### src/rtl/line_pattern_gen.sv
// line_pattern_gen
// Raster test-pattern source: emits IMG_W x IMG_H frames of 4-bit pixels in
// raster order. Each row has a vertical bright stripe LINE_WIDTH pixels wide
// starting at a latched column. Every row is followed by H_BLANK idle cycles.
// The stripe column and both levels are sampled once per frame, so changes
// made mid-frame show up in the next frame.
//
// Optional feature (macro LINE_DRIFT_EN): the stripe column drifts one pixel
// per completed frame: (line_x + frame_count) mod IMG_W.
//
// Ports
//   clk          sole clock, rising edge
//   rst_n        asynchronous active-low reset
//   enable       generate frames while high (sampled at frame boundaries)
//   line_x       stripe start column
//   line_level   stripe pixel value
//   bg_level     background pixel value
//   pixel_out    raster pixel (registered)
//   out_valid    pixel_out valid this cycle (registered)
//   frame_start  high with the first valid pixel of a frame
//   frame_end    high with the last valid pixel of a frame
//   busy         high whenever the generator is not idle
module line_pattern_gen #(
  parameter int IMG_W      = 640,
  parameter int IMG_H      = 480,
  parameter int LINE_WIDTH = 8,
  parameter int H_BLANK    = 16
) (
  input  logic                      clk,
  input  logic                      rst_n,
  input  logic                      enable,
  input  logic [$clog2(IMG_W)-1:0]  line_x,
  input  logic [3:0]                line_level,
  input  logic [3:0]                bg_level,
  output logic [3:0]                pixel_out,
  output logic                      out_valid,
  output logic                      frame_start,
  output logic                      frame_end,
  output logic                      busy
);

  localparam int XW = $clog2(IMG_W);
  localparam int YW = (IMG_H > 1) ? $clog2(IMG_H) : 1;
  localparam int BW = (H_BLANK > 1) ? $clog2(H_BLANK) : 1;

  localparam logic [XW-1:0] X_LAST     = XW'(IMG_W - 1);
  localparam logic [XW-1:0] X_ONE      = XW'(1);
  localparam logic [YW-1:0] Y_LAST     = YW'(IMG_H - 1);
  localparam logic [YW-1:0] Y_ONE      = YW'(1);
  localparam logic [XW:0]   LW_M1      = (XW + 1)'(LINE_WIDTH - 1);
  localparam logic [BW-1:0] BLANK_INIT = BW'((H_BLANK > 0) ? H_BLANK - 1 : 0);
  localparam logic [BW-1:0] BLANK_ONE  = BW'(1);

  typedef enum logic [1:0] {
    IDLE   = 2'd0,
    ACTIVE = 2'd1,
    HBLANK = 2'd2
  } state_t;

  state_t        state;
  logic [XW-1:0] x;
  logic [YW-1:0] y;
  logic [BW-1:0] blank_cnt;
  logic [XW-1:0] col;
  logic [3:0]    line_lvl;
  logic [3:0]    bg_lvl;

  // Column to latch when starting from IDLE and when chaining frames.
  logic [XW-1:0] start_col;
  logic [XW-1:0] next_col;

`ifdef LINE_DRIFT_EN
  // Completed-frame count kept modulo IMG_W; the chained frame must see the
  // count as it will be after the frame_end that is being emitted.
  logic [XW-1:0] frame_count;
  logic [XW-1:0] frame_count_next;
  localparam logic [XW:0] W_EXT = (XW + 1)'(IMG_W);

  assign frame_count_next = (frame_count == X_LAST) ? '0 : frame_count + X_ONE;
  assign start_col = XW'(({1'b0, line_x} + {1'b0, frame_count}) % W_EXT);
  assign next_col  = XW'(({1'b0, line_x} + {1'b0, frame_count_next}) % W_EXT);
`else
  assign start_col = line_x;
  assign next_col  = line_x;
`endif

  // One extra bit keeps col+LINE_WIDTH-1 from wrapping, so a stripe near the
  // right edge clips at IMG_W-1 instead of reappearing at column 0.
  logic [XW:0] x_ext;
  logic [XW:0] col_ext;
  logic [XW:0] stripe_last;
  logic        in_stripe;

  assign x_ext       = {1'b0, x};
  assign col_ext     = {1'b0, col};
  assign stripe_last = col_ext + LW_M1;
  assign in_stripe   = (x_ext >= col_ext) && (x_ext <= stripe_last);

  // Single FSM; all outputs are registered here. Outputs lag the x/y
  // position by one cycle, so the first pixel appears the cycle after
  // enable is sampled in IDLE.
  always_ff @(posedge clk or negedge rst_n) begin
    if (!rst_n) begin
      state       <= IDLE;
      x           <= '0;
      y           <= '0;
      blank_cnt   <= '0;
      col         <= '0;
      line_lvl    <= '0;
      bg_lvl      <= '0;
      pixel_out   <= '0;
      out_valid   <= 1'b0;
      frame_start <= 1'b0;
      frame_end   <= 1'b0;
      busy        <= 1'b0;
`ifdef LINE_DRIFT_EN
      frame_count <= '0;
`endif
    end else begin
      out_valid   <= 1'b0;
      frame_start <= 1'b0;
      frame_end   <= 1'b0;

      case (state)
        IDLE: begin
          if (enable) begin
            col      <= start_col;
            line_lvl <= line_level;
            bg_lvl   <= bg_level;
            x        <= '0;
            y        <= '0;
            state    <= ACTIVE;
            busy     <= 1'b1;
          end
        end

        ACTIVE: begin
          pixel_out   <= in_stripe ? line_lvl : bg_lvl;
          out_valid   <= 1'b1;
          frame_start <= (x == '0) && (y == '0);
          if (x == X_LAST) begin
            x <= '0;
            if (y == Y_LAST) begin
              frame_end <= 1'b1;
              y         <= '0;
`ifdef LINE_DRIFT_EN
              frame_count <= frame_count_next;
`endif
              if (enable) begin
                // Chain straight into the next frame after the row gap.
                col      <= next_col;
                line_lvl <= line_level;
                bg_lvl   <= bg_level;
                if (H_BLANK > 0) begin
                  state     <= HBLANK;
                  blank_cnt <= BLANK_INIT;
                end
              end else begin
                state <= IDLE;
                busy  <= 1'b0;
              end
            end else begin
              y <= y + Y_ONE;
              if (H_BLANK > 0) begin
                state     <= HBLANK;
                blank_cnt <= BLANK_INIT;
              end
            end
          end else begin
            x <= x + X_ONE;
          end
        end

        HBLANK: begin
          if (blank_cnt == '0) begin
            state <= ACTIVE;
          end else begin
            blank_cnt <= blank_cnt - BLANK_ONE;
          end
        end

        default: begin
          state <= IDLE;
          busy  <= 1'b0;
        end
      endcase
    end
  end

endmodule

### config.mk
export PLATFORM = sky130hd
export DESIGN_NAME = line_pattern_gen
export DESIGN_NICKNAME = d
export VERILOG_FILES = /design/src/rtl/line_pattern_gen.sv
export SDC_FILE = /design/constraint.sdc
export NUM_CORES = 1
export LEC_CHECK = 0
export CAP_MARGIN = 20
export CORE_MARGIN = 4
export CORE_UTILIZATION = 50
export CTS_CLUSTER_DIAMETER = 60
export CTS_CLUSTER_SIZE = 16
export DETAILED_ROUTE_END_ITERATION = 16
export DONT_BUFFER_PORTS = 1
export PLACE_DENSITY = 0.74
export SETUP_SLACK_MARGIN = 0.4
export SLEW_MARGIN = 30
export SYNTH_ARGS = -nofsm -noshare
export SYNTH_HDL_FRONTEND = slang
export SYNTH_SLANG_ARGS = --single-unit
### constraint.sdc
create_clock -name clk -period 3.4 [get_ports clk]
set_input_delay 0.34 -clock clk [delete_from_list [all_inputs] [get_ports clk]]
set_output_delay 0.34 -clock clk [all_outputs]
set_load 0.1 [all_outputs]
==> run metrics <==
synth cell count leaders dfrtp_1 (51), o21ai_0 (32), ha_1 (26); Max-slew headroom 0.377; outcome complete, no violations; min Tclk post-route 2680 ps; die width approximately 87 um; Synth Instances roughly 320; crit-path most repeated cell ha_1; Setup Fix Bufs, Post-CTS 0; Port Buffers 0; final hold violation count 0; antenna-violating nets left 0; HPWL after detailed placement 4510 um; EDFF count, synth 0; DR WL/cell 15.7 um; fmax about 370 MHz; Setup WS post-layout 717 ps; CTS buffer count 5; row count 28; final setup vio count 0; reg2reg start col[0]$_DFFE_PN0P_; post-synth cell types 45; Die Height 86.8 um; top cells by area, synth dfrtp_1 (41%), ha_1 (10%), o21ai_0 (5.2%); Hold Path End bg_lvl[0]$_DFFE_PN0P_; clk sink count 51; CTS root buffer clkbuf_8; num ports 29; P&R area growth vs syn 6.65%; Slew Limit Fails 0; Slew @ Worst Pin about 930 ps; global placement routability congestion 0.883; Clk Latency, worst-skew pair 300 ps; sequential share of power 0.450; Post-Synth Simple-Gate Area 0.187; most numerous cell in the Yosys netlist dfrtp_1; post-synth top area share 0.411; 1st-pass router iterations 4; global-route wire length before repair 10300 um; Adder-Cell Fraction of Synth Area 0.105; Final #Nets around 370; Crit Path Class reg -> reg; CP max stage delay 420 ps; non-filler cells, final 395; xor/xnor share of the synthesized area 0.0254; HP Class in -> reg; vias post-DR 2314; Setup WS pre-CTS approximately 650 ps; Synth Area in Compound Gates 0.139; Yosys warning count 0; Max VDD drop 461 uV; CTS tree yes; Clock Skews roughly 6.7 ps; Leakage 1.55 nW; Placed Cells 385; hold path cells 1; CORE AREA 5960 um2; Clock Path Buffers 2; multiplexer share of the synthesized area 0.0875; layout cells sized above 1 0.119; register area share after synthesis 0.411; largest net degree at the start of global routing between 50 and 60; total negative slack 0 ps; Net Switching 1.16 mW; worst-path cell chain inv_1 -> ha_1 -> nor2b_1 -> nor2_1 -> xnor2_1 -> ha_1 -> nand4_1 -> or2_2 -> o22ai_1 -> a211oi_2 -> o21ai_0 -> a21oi_1; reg2reg end pixel_out[0]$_DFFE_PN0P_; asr flop ratio synth 1.00; Sw Share 0.431; post-synthesis cell area 3100 um2; Residual DRC 0; RSZ-0062 raised after global routing no; vias in the first global route between 2000 and 2500; initial antenna violation count 0; Clock Power Share 0.160; largest family of logic cells by synthesized area simple AND/OR/NAND/NOR gates; Buf/Inv on CP 1; Slowest-stage cell, CP dfrtp_1; CP arrival 2880 ps; Synth area leader dfrtp_1; crit path launch type register; syn_area_per_cell around 9.7 um2; Max-Cap Viols 0; Detailed Route Iter0 Violations around 150; Antenna Diode Count 0; Req. time, crit path 3590 ps; clock slew at reported path FFs 100 ps; combinational power share 0.389; r2r setup slk 720 ps; Overflow after GRT 0; synthesized flop and latch total 51; Reg2Reg Depth 12; GRT Total Usage 0.172; Fill cells 514; die area between 7000 and 8000 um2; CP top delay family simple AND/OR/NAND/NOR gates; CP endpoint kind register; CTS H-Tree Depth 2; DR vias/cell between 5 and 6; hold path start bg_level[0]; fin crit share 0.789; Net Count, Synth 366; final wirelength 6220 um; Initial Util 0.521; P_int 1.54 mW; Max FO, Critical Path 4; power density cells 816 nW/um2; Main synth FF type dfrtp_1
registers in the layout (all words and copies together) (netlist names):
| signal | flops |
|---|---|
| frame_end | 1 |
| out_valid | 1 |
| blank_cnt | 4 |
| frame_start | 1 |
| line_lvl | 4 |
| pixel_out | 4 |
| bg_lvl | 4 |
| x | 10 |
| col | 10 |
| busy | 1 |
| y | 9 |
| state | 2 |
through the flow:
step,hold WS [ps],instance area [um2],power [mW],utilization
3_3_place_gp,45.9,3140,2.20,0.528
4_1_cts,166,3300,2.70,0.554
6_report,176,3310,2.70,0.556
5_1_grt,155,3310,2.93,0.556
2_1_floorplan,44.4,3100,2.01,-
3_5_place_dp,46.1,3140,2.24,0.528
how the worst max path moves through the flow:
stage,startpoint,endpoint,slack [ps],depth (start not counted)
floorplan,col[0]$_DFFE_PN0P_,pixel_out[0]$_DFFE_PN0P_,1050,11
global placement,col[0]$_DFFE_PN0P_,pixel_out[3]$_DFFE_PN0P_,800,12
detailed placement,col[0]$_DFFE_PN0P_,pixel_out[0]$_DFFE_PN0P_,650,12
CTS,col[0]$_DFFE_PN0P_,pixel_out[0]$_DFFE_PN0P_,650,12
global route,col[0]$_DFFE_PN0P_,pixel_out[2]$_DFFE_PN0P_,510,12
finish,col[0]$_DFFE_PN0P_,pixel_out[0]$_DFFE_PN0P_,720,12
power by group through the flow:
stage / logic, mW / clock network (mW) / registers [mW]
2_1_floorplan: 0.851 / 0 / 1.16
3_5_place_dp: 1.01 / 0 / 1.23
3_3_place_gp: 0.978 / 0 / 1.22
4_1_cts: 1.04 / 0.447 / 1.22
5_1_grt: 1.20 / 0.474 / 1.26
6_report: 1.05 / 0.433 / 1.22
per-layer routing:
layer	part of all wire	GRT usage
met1	0.47	0.231
met4	0.011	0.0425
met3	0.054	0.0361
met5	0	0
met2	0.46	0.283
what timing repair did:
item / in CTS / in global routing
setup endpoints to repair: 0 / 4
hold endpoints to repair: 51 / 0
resized for setup: 0 / 2
hold buffers: 2 / 0
cell usage in the layout (no fill, tap or decap), types with 2 or more instances in the layout:
master / n
nand2b_1: 4
and3_1: 9
o21ai_0: 32
nand4_1: 6
a31oi_1: 3
nor3_1: 6
nor2b_1: 7
xnor2_1: 8
mux2i_1: 2
nor4_1: 2
nor2_1: 25
dfrtp_1: 51
a22o_1: 2
ha_1: 26
clkbuf_8: 5
o22ai_1: 2
nand2_1: 23
mux2_2: 9
a21oi_1: 17
nand3_1: 12
a211oi_1: 3
inv_1: 21
nor4b_1: 2
o31ai_1: 5
or4_1: 2
or2_2: 3
mux2_4: 10
cells by family after synthesis:
kind of cell    after synthesis
compound gates               73
xor+xnor                      9
fa+ha+maj                    26
buf+inv                      31
flops                        51
mux                          21
simple gates                108
area by class of cell:
| class | count | area (um2) | area share |
|---|---|---|---|
| timing repair buffer | 3 | 45.0 | 0.0136 |
| multi-input combinational | 237 | 1700 | 0.513 |
| clock inverter | 3 | 47.5 | 0.0144 |
| clock buffer | 5 | 68.8 | 0.0208 |
| tap | 75 | 93.8 | 0.0284 |
| sequential | 51 | 1280 | 0.386 |
| inverter | 21 | 78.8 | 0.0238 |
Power figures use the tool's default switching activity.
